==> config.mk <==
export PLATFORM = sky130hd
export DESIGN_NAME = kf8259_param_service_control_flat
export DESIGN_NICKNAME = d
export VERILOG_FILES = /design/src/rtl/kf8259_param_pkg.sv /design/src/rtl/kf8259_param_service_control_if.sv /design/src/rtl/kf8259_rot_priority_resolver.sv /design/src/rtl/kf8259_param_service_control.sv /design/src/flat_wrapper.sv
export SDC_FILE = /design/constraint.sdc
export NUM_CORES = 1
export LEC_CHECK = 0
export CAP_MARGIN = 20
export CORE_ASPECT_RATIO = 0.75
export CORE_MARGIN = 8
export CORE_UTILIZATION = 40
export CTS_BUF_LIST = sky130_fd_sc_hd__clkbuf_8 sky130_fd_sc_hd__clkbuf_16
export DETAILED_ROUTE_END_ITERATION = 6
export PLACE_DENSITY_LB_ADDON = 0.2
export SYNTH_ARGS = -nofsm -noshare
export SYNTH_HDL_FRONTEND = slang
export SYNTH_HIERARCHICAL = 1
export SYNTH_SLANG_ARGS = --single-unit
==> constraint.sdc <==
create_clock -name clock -period 4.6 [get_ports clock]
set_clock_uncertainty 0.2 [all_clocks]
set_input_delay 0.46 -clock clock [delete_from_list [all_inputs] [get_ports clock]]
set_output_delay 0.46 -clock clock [all_outputs]
set_load 0.05 [all_outputs]
==> src/rtl/kf8259_param_pkg.sv <==
// kf8259_param_pkg: FSM state codes and rotating-priority index helpers
package kf8259_param_pkg;
  localparam logic [1:0] ST_IDLE = 2'd0;
  localparam logic [1:0] ST_ACK1 = 2'd1;
  localparam logic [1:0] ST_ACK2 = 2'd2;
  localparam logic [1:0] ST_POLL = 2'd3;
  // n is always a power of two, so the modulo reduces to a mask
  function automatic int unsigned rot_idx(int unsigned base, int unsigned k, int unsigned n);
    return (base + k) & (n - 1);
  endfunction
  function automatic int unsigned rank_of(int unsigned id, int unsigned base, int unsigned n);
    return (id + n - base) & (n - 1);
  endfunction
endpackage

==> src/rtl/kf8259_param_service_control_if.sv <==
// kf8259_param_service_control_if: CPU/IRR-side signal bundle of the service controller
interface kf8259_param_service_control_if #(
  parameter int NUM_IRQ = 8,
  parameter int ID_W    = $clog2(NUM_IRQ),
  parameter int VEC_W   = 8
);
  logic               init_pulse;
  logic [NUM_IRQ-1:0] irq_pending;
  logic [NUM_IRQ-1:0] irq_mask;
  logic [VEC_W-1:0]   vector_base;
  logic               auto_eoi;
  logic               rotate_on_eoi;
  logic               eoi_write;
  logic               eoi_specific;
  logic [ID_W-1:0]    eoi_level;
  logic               poll_cmd;
  logic               inta_n;
  logic               read_n;
  logic               interrupt_to_cpu;
  logic [NUM_IRQ-1:0] clear_request;
  logic [NUM_IRQ-1:0] in_service;
  logic [VEC_W-1:0]   data_out;
  logic               data_out_enable;
  logic [ID_W-1:0]    priority_base;
  modport slave (
    input  init_pulse, irq_pending, irq_mask, vector_base, auto_eoi, rotate_on_eoi,
           eoi_write, eoi_specific, eoi_level, poll_cmd, inta_n, read_n,
    output interrupt_to_cpu, clear_request, in_service, data_out, data_out_enable, priority_base
  );
  modport master (
    output init_pulse, irq_pending, irq_mask, vector_base, auto_eoi, rotate_on_eoi,
           eoi_write, eoi_specific, eoi_level, poll_cmd, inta_n, read_n,
    input  interrupt_to_cpu, clear_request, in_service, data_out, data_out_enable, priority_base
  );
endinterface

==> src/rtl/kf8259_rot_priority_resolver.sv <==
// kf8259_rot_priority_resolver: highest-rank set bit of i_req relative to rotating base
module kf8259_rot_priority_resolver
  import kf8259_param_pkg::*;
#(
  parameter int NUM_IRQ = 8,
  parameter int ID_W    = $clog2(NUM_IRQ)
) (
  input  logic [NUM_IRQ-1:0] i_req,
  input  logic [ID_W-1:0]    i_base,
  output logic [ID_W-1:0]    o_id,
  output logic               o_valid
);
  logic [ID_W-1:0] w_idx;
  // scan from lowest rank up so the highest rank found is the last one written
  always_comb begin
    o_id = '0;
    o_valid = 1'b0;
    w_idx = '0;
    for (int k = NUM_IRQ - 1; k >= 0; k--) begin
      w_idx = ID_W'(rot_idx(32'(i_base), k, NUM_IRQ));
      if (i_req[w_idx]) begin
        o_id = w_idx;
        o_valid = 1'b1;
      end
    end
  end
endmodule

==> src/rtl/kf8259_param_service_control.sv <==
// kf8259_param_service_control: rotating-priority ISR tracking, INTA/poll sequencer and EOI handling
module kf8259_param_service_control
  import kf8259_param_pkg::*;
#(
  parameter int NUM_IRQ = 8,
  parameter int ID_W    = $clog2(NUM_IRQ),
  parameter int VEC_W   = 8
) (
  input logic clock,
  input logic reset_n,
  kf8259_param_service_control_if.slave bus
);
  logic [1:0] r_state, w_nxt;
  logic r_inta_q, r_read_q, r_int, r_doe, r_ack_v;
  logic [ID_W-1:0] r_ack_id, r_base, w_req_id, w_isr_id, w_eoi_id;
  logic [NUM_IRQ-1:0] r_isr, r_clr, w_set, w_clr;
  logic [VEC_W-1:0] r_dout, w_poll;
  logic w_req_v, w_isr_v, w_win_v, w_inta_fall, w_inta_rise, w_read_fall, w_read_rise;
  logic w_ack, w_pset, w_eoi_v, w_auto_v, w_unused;
  assign w_unused = ^bus.vector_base[ID_W-1:0];
  assign w_inta_fall = r_inta_q & ~bus.inta_n;
  assign w_inta_rise = ~r_inta_q & bus.inta_n;
  assign w_read_fall = r_read_q & ~bus.read_n;
  assign w_read_rise = ~r_read_q & bus.read_n;
  kf8259_rot_priority_resolver #(.NUM_IRQ(NUM_IRQ), .ID_W(ID_W)) u_req (
    .i_req(bus.irq_pending & ~bus.irq_mask), .i_base(r_base), .o_id(w_req_id), .o_valid(w_req_v)
  );
  kf8259_rot_priority_resolver #(.NUM_IRQ(NUM_IRQ), .ID_W(ID_W)) u_isr (
    .i_req(r_isr), .i_base(r_base), .o_id(w_isr_id), .o_valid(w_isr_v)
  );
  // fully nested: a request only wins if it outranks everything in service
  assign w_win_v = w_req_v & (~w_isr_v |
    (rank_of(32'(w_req_id), 32'(r_base), NUM_IRQ) < rank_of(32'(w_isr_id), 32'(r_base), NUM_IRQ)));
  assign w_nxt = (r_state == ST_IDLE) ? (w_inta_fall ? ST_ACK1 : bus.poll_cmd ? ST_POLL : ST_IDLE) :
                 (r_state == ST_POLL) ? (w_read_rise ? ST_IDLE : ST_POLL) :
                 w_inta_rise ? ((r_state == ST_ACK1) ? ST_ACK2 : ST_IDLE) : r_state;
  assign w_ack = (r_state == ST_IDLE) && w_inta_fall;
  assign w_pset = (r_state == ST_POLL) && w_read_fall && w_win_v;
  assign w_set = ((w_ack && w_win_v) || w_pset) ? NUM_IRQ'(1) << w_req_id : '0;
  assign w_eoi_id = bus.eoi_specific ? bus.eoi_level : w_isr_id;
  assign w_eoi_v = bus.eoi_write && (bus.eoi_specific ? r_isr[bus.eoi_level] : w_isr_v);
  assign w_auto_v = (r_state == ST_ACK2) && w_inta_rise && bus.auto_eoi && r_ack_v && r_isr[r_ack_id];
  assign w_clr = (w_eoi_v ? NUM_IRQ'(1) << w_eoi_id : '0) | (w_auto_v ? NUM_IRQ'(1) << r_ack_id : '0);
  always_comb begin
    w_poll = '0;
    w_poll[VEC_W-1] = w_win_v;
    w_poll[ID_W-1:0] = w_win_v ? w_req_id : '0;
  end
  always_ff @(posedge clock or negedge reset_n)
    if (!reset_n) begin
      r_state <= ST_IDLE;
      {r_inta_q, r_read_q} <= 2'b11;
      {r_int, r_doe, r_ack_v} <= '0;
      {r_ack_id, r_base, r_isr, r_clr, r_dout} <= '0;
    end else if (bus.init_pulse) begin
      r_state <= ST_IDLE;
      {r_inta_q, r_read_q} <= 2'b11;
      {r_int, r_doe, r_ack_v} <= '0;
      {r_ack_id, r_base, r_isr, r_clr, r_dout} <= '0;
    end else begin
      r_inta_q <= bus.inta_n;
      r_read_q <= bus.read_n;
      r_state <= w_nxt;
      r_int <= (w_nxt == ST_IDLE) && w_win_v;
      r_isr <= (r_isr & ~w_clr) | w_set;
      r_clr <= w_set;
      r_base <= (w_auto_v && bus.rotate_on_eoi) ? r_ack_id + 1'b1 :
                (w_eoi_v && bus.rotate_on_eoi) ? w_eoi_id + 1'b1 : r_base;
      if (w_ack) begin
        r_ack_id <= w_win_v ? w_req_id : ID_W'(NUM_IRQ - 1);
        r_ack_v <= w_win_v;
      end
      if ((r_state == ST_ACK2) && w_inta_fall) begin
        r_dout <= {bus.vector_base[VEC_W-1:ID_W], r_ack_id};
        r_doe <= 1'b1;
      end else if ((r_state == ST_POLL) && w_read_fall) begin
        r_dout <= w_poll;
        r_doe <= 1'b1;
      end else if (((r_state == ST_ACK2) && w_inta_rise) || ((r_state == ST_POLL) && w_read_rise))
        r_doe <= 1'b0;
    end
  assign bus.interrupt_to_cpu = r_int;
  assign bus.clear_request = r_clr;
  assign bus.in_service = r_isr;
  assign bus.data_out = r_dout;
  assign bus.data_out_enable = r_doe;
  assign bus.priority_base = r_base;
endmodule

==> src/flat_wrapper.sv <==
// flat-port wrapper written by rule: the top's interface ports become plain ports
module kf8259_param_service_control_flat import kf8259_param_pkg::*;
#(
  parameter int NUM_IRQ = 8,
  parameter int ID_W    = $clog2(NUM_IRQ),
  parameter int VEC_W   = 8
)
  (clock, reset_n, bus_init_pulse, bus_irq_pending, bus_irq_mask, bus_vector_base, bus_auto_eoi, bus_rotate_on_eoi, bus_eoi_write, bus_eoi_specific, bus_eoi_level, bus_poll_cmd, bus_inta_n, bus_read_n, bus_interrupt_to_cpu, bus_clear_request, bus_in_service, bus_data_out, bus_data_out_enable, bus_priority_base);
  kf8259_param_service_control_if #(.NUM_IRQ(NUM_IRQ), .ID_W(ID_W), .VEC_W(VEC_W)) bus_i ();
  input logic clock;
  input logic reset_n;
  input wire logic [$bits(bus_i.init_pulse)-1:0] bus_init_pulse;
  input wire logic [$bits(bus_i.irq_pending)-1:0] bus_irq_pending;
  input wire logic [$bits(bus_i.irq_mask)-1:0] bus_irq_mask;
  input wire logic [$bits(bus_i.vector_base)-1:0] bus_vector_base;
  input wire logic [$bits(bus_i.auto_eoi)-1:0] bus_auto_eoi;
  input wire logic [$bits(bus_i.rotate_on_eoi)-1:0] bus_rotate_on_eoi;
  input wire logic [$bits(bus_i.eoi_write)-1:0] bus_eoi_write;
  input wire logic [$bits(bus_i.eoi_specific)-1:0] bus_eoi_specific;
  input wire logic [$bits(bus_i.eoi_level)-1:0] bus_eoi_level;
  input wire logic [$bits(bus_i.poll_cmd)-1:0] bus_poll_cmd;
  input wire logic [$bits(bus_i.inta_n)-1:0] bus_inta_n;
  input wire logic [$bits(bus_i.read_n)-1:0] bus_read_n;
  output wire logic [$bits(bus_i.interrupt_to_cpu)-1:0] bus_interrupt_to_cpu;
  output wire logic [$bits(bus_i.clear_request)-1:0] bus_clear_request;
  output wire logic [$bits(bus_i.in_service)-1:0] bus_in_service;
  output wire logic [$bits(bus_i.data_out)-1:0] bus_data_out;
  output wire logic [$bits(bus_i.data_out_enable)-1:0] bus_data_out_enable;
  output wire logic [$bits(bus_i.priority_base)-1:0] bus_priority_base;
  assign bus_i.init_pulse = bus_init_pulse;
  assign bus_i.irq_pending = bus_irq_pending;
  assign bus_i.irq_mask = bus_irq_mask;
  assign bus_i.vector_base = bus_vector_base;
  assign bus_i.auto_eoi = bus_auto_eoi;
  assign bus_i.rotate_on_eoi = bus_rotate_on_eoi;
  assign bus_i.eoi_write = bus_eoi_write;
  assign bus_i.eoi_specific = bus_eoi_specific;
  assign bus_i.eoi_level = bus_eoi_level;
  assign bus_i.poll_cmd = bus_poll_cmd;
  assign bus_i.inta_n = bus_inta_n;
  assign bus_i.read_n = bus_read_n;
  assign bus_interrupt_to_cpu = bus_i.interrupt_to_cpu;
  assign bus_clear_request = bus_i.clear_request;
  assign bus_in_service = bus_i.in_service;
  assign bus_data_out = bus_i.data_out;
  assign bus_data_out_enable = bus_i.data_out_enable;
  assign bus_priority_base = bus_i.priority_base;
  kf8259_param_service_control #(.NUM_IRQ(NUM_IRQ), .ID_W(ID_W), .VEC_W(VEC_W)) u_core (.clock(clock), .reset_n(reset_n), .bus(bus_i));
endmodule
==> results.yml, run 1 <==
status:
  status: "finished, violations left"
  violations: "setup timing"
yosys:
  syn-cell-area_sq_um: 3850
  synth_flop_cell: "dfrtp_1"
  yosysTopAreaCell: "dfrtp_1"
  synth.distinct_cells: 65
  synthTopCellsByArea: "dfrtp_1 (23%), mux4_2 (15%), mux2_2 (3.8%)"
  post-synth-top-count-cell: "dfrtp_1"
  syn_inst: 393
  synth_edf_count: 0
  ys_warn_count: 6
  synth_seq_area_share: 0.241
  synth-async-reset-ratio: 1.00
  synthTopCellsByCount: "dfrtp_1 (35), nor2_1 (28), nand2_1 (26)"
  yosysTopAreaCellShare: 0.228
  avgSynthCellArea_sq_um: 9.79
  synth-seq-cells: 37
  syn_nets: 441
critical_path:
  cp-startpoint: "u_core/bus.priority_base[0]"
  cp_top_family: "compound AO/OA/AOI/OAI gates"
  r2r_start: "u_core/bus.priority_base[0]"
  critPathLaunchType: "flip-flop"
  cpPeakStageDelay_ps: 550
  critPathRequiredTime_ps: 4600
  critPathBufInv: 4
  r2r_slack_ps: -10
  crit_path_max_fanout: 8
  crit_top_cell: "ha_4"
  path_cells: "clkinvlp_4 > ha_4 > mux4_2 > buf_4 > mux2i_4 > buf_6 > a311o_1 > a211oi_2 > a221oi_2 > fa_2 > ha_4 > a21o_1 > a21oi_4 > buf_12 > o2111ai_4 > o22ai_1"
  slowest_stage: "mux4_2"
  path_class: "flip-flop to flip-flop"
  arrival_ps: 4610
  worstSetupEndpointType: "flip-flop"
sta:
  finalMaxSlewViolations: 0
  max_freq_ghz: 0.217
  finalSetupViolations: 1
  period_minus_slack_ps: 4610
  tightest_slew_ps: 838
  setup_ws_ps: -10.7
  timing.hold.ws_ps: 73.1
  finalHoldViolCount: 0
  min_period_over_period: 1.00
  rsz0062_at_grt: "yes"
  slew_headroom: 0.441
pwr:
  p_int_w: 0.000890
  powerDensity_nw_per_um2: 266
  leakage_nw: 2.08
  p_seq_frac: 0.264
  sw_frac_of_total: 0.380
  power_frac_comb: 0.501
  p_sw_w: 0.000545
  clkPwrFrac: 0.235
  peakVddDrop_uv: 174
  p_total_w: 0.00143
die:
  ios: 66
  fp.dieW_um: 129
  start_util: 0.405
  die_h_um: 101
  dieArea_sq_um: 13000
  core-area_sq_um: 9500
  rows: 31
cts:
  clkLatencyLatePin_ps: 290
  numCtsBuffers: 5
  ctsLongestPathBuffers: 2
  cts_tree: "done"
  root_buffer: "clkbuf_16"
  holdBufCountCts: 0
  clock-sinks: 37
  htree_levels: 2
  clkSlewWorstSetupHoldPaths_ps: 60
drt:
  drt_wl_total_um: 11800
  ant_nets: 0
  vias: 3781
  vias_per_cell: 5.94
  drc_errors: 0
  drtIter0Drc: 311
  post_drt_wl_per_cell_um: 18.6
  drt-pass1-iter-count: 5
cells_and_area:
  layout-drive-gt1-share: 0.345
  final_util: 0.569
  fin_cells: 637
  multi_input_area_sq_um: 2940
  fillers: 836
  regArea_sq_um: 940
  syn_to_final_growth_pct: 40.4
  n_antenna_cell: 0
  nNetsFinal: 552
global_routing:
  gr-total-overflow: 0
  grt_pass1_vias: 3584
  antenna_found_initial: 0
  grt_use_total: 0.178
  grt_pass1_wl_um: 18600
  grt_max_degree: 38
flow_run:
  maxCapViolCount: 0
placement:
  dp_cells: 615
  place_congestion: 0.874
  dp_hpwl_um: 8820
  preCtsSetupSlack_ps: -329
  port-buffer-count: 62
min_path:
  hold_path_class: "primary input to async pin"
-- path summary, 6_finish.rpt --
path / endpoint / depth (start not counted)
max in group asynchronous: u_core/bus.priority_base[0] / 1
setup reg to reg: u_core/bus.in_service[7] / 16
hold / removal: u_core/bus.in_service[5] / 1
hold reg to reg: u_core/r_ack_v / 2
min in group clock: u_core/r_ack_v / 2
setup / recovery: u_core/bus.in_service[7] / 16
-- state kept, by name, indices dropped and copies added, names as in the netlist --
name                         flops
u_core/bus.in_service            8
u_core/bus.data_out              8
u_core/bus.data_out_enable       1
u_core/bus.interrupt_to_cpu      1
u_core/bus.clear_request         8
u_core/r_read_q                  1
u_core/r_state                   2
u_core/r_ack_id                  3
u_core/bus.priority_base         3
u_core/r_inta_q                  1
u_core/r_ack_v                   1
-- kinds of logic after synthesis --
family | share of synthesized area
compound gates | 0.208
xor+xnor | 0.0228
fa+ha+maj | 0.0397
buf+inv | 0.0579
flops | 0.241
mux | 0.263
simple gates | 0.167
-- layer usage --
metal  track usage  wire length [um]
met4        0.0414               117
met5             0                 0
met2         0.264              5230
met3        0.0428               912
met1         0.252              5580
-- final cells by class --
class,instances,share of cell area
multi-input cells,313,0.545
repair buffers,125,0.208
flip-flops and latches,37,0.174
well taps,132,0.0306
clock buffers,5,0.0232
inverters,22,0.0167
clock inverters,3,0.00324
-- worst reg2reg max path: cells and delay by family (launching register included) --
family                   cells  cell delay, ps
adder cells (fa/ha/maj)      3            1070
AO/OA/AOI/OAI                7            1420
flip-flops                   1             510
buffers and inverters        4             570
multiplexers                 2             770
-- repair_timing --
item	4_1_cts	5_1_grt
pin swaps	1	30
endpoints found under the setup margin	11	25
buffers inserted	0	14
gates resized for setup	6	30
-- per-stage QoR --
stage / instance area, sq um / TNS [ps]
6_report: 5400 / -10.7
3_5_place_dp: 4970 / -6460
2_1_floorplan: 3970 / -468
3_3_place_gp: 4970 / -4890
5_1_grt: 5400 / -2370
4_1_cts: 5140 / -51.2
-- power by group through the flow --
stage          logic (W)  registers (W)  clock network [W]
5_1_grt         0.000769       0.000382           0.000360
6_report        0.000719       0.000379           0.000337
3_5_place_dp    0.000612       0.000384                  0
2_1_floorplan   0.000376       0.000404                  0
4_1_cts         0.000620       0.000378           0.000341
3_3_place_gp    0.000599       0.000383                  0
-- placed cells by master (no fill, tap or decap), types with 4 or more instances in the layout --
| cell type | netlist | routed |
|---|---|---|
| clkdlybuf4s50_1 | 0 | 61 |
| buf_4 | 5 | 59 |
| dfrtp_1 | 35 | 32 |
| nand2_1 | 26 | 26 |
| nor2_1 | 28 | 26 |
| mux4_2 | 25 | 25 |
| a21oi_1 | 21 | 19 |
| inv_1 | 21 | 17 |
| nand3_1 | 12 | 12 |
| mux2_4 | 6 | 11 |
| mux2_2 | 13 | 10 |
| nor2b_1 | 11 | 10 |
| nand2b_1 | 9 | 9 |
| a31oi_1 | 8 | 8 |
| nor4_1 | 6 | 6 |
| o311ai_0 | 6 | 6 |
| nor3_1 | 6 | 6 |
| mux2_1 | 8 | 6 |
| a211oi_2 | 2 | 6 |
| o21ai_1 | 6 | 6 |
| a22oi_1 | 6 | 6 |
| clkbuf_16 | 0 | 5 |
| xor2_1 | 7 | 5 |
| a21o_1 | 5 | 5 |
| o22ai_1 | 8 | 5 |
| o211ai_1 | 5 | 5 |
| and2_1 | 5 | 5 |
| ha_1 | 9 | 5 |
| o2111ai_1 | 6 | 4 |
No activity file was read; power rests on OpenSTA's default activity.
==> run 2: changes to the inputs <==
--- a/config.mk
+++ b/config.mk
@@ -5,7 +5,7 @@
 export SDC_FILE = /design/constraint.sdc
 export NUM_CORES = 1
 export LEC_CHECK = 0
-export CAP_MARGIN = 20
+export CAP_MARGIN = 5
 export CORE_ASPECT_RATIO = 0.75
 export CORE_MARGIN = 8
 export CORE_UTILIZATION = 40
==> results of run 2 <==
Final layout, timing and power as in run 1 (identical DEF).
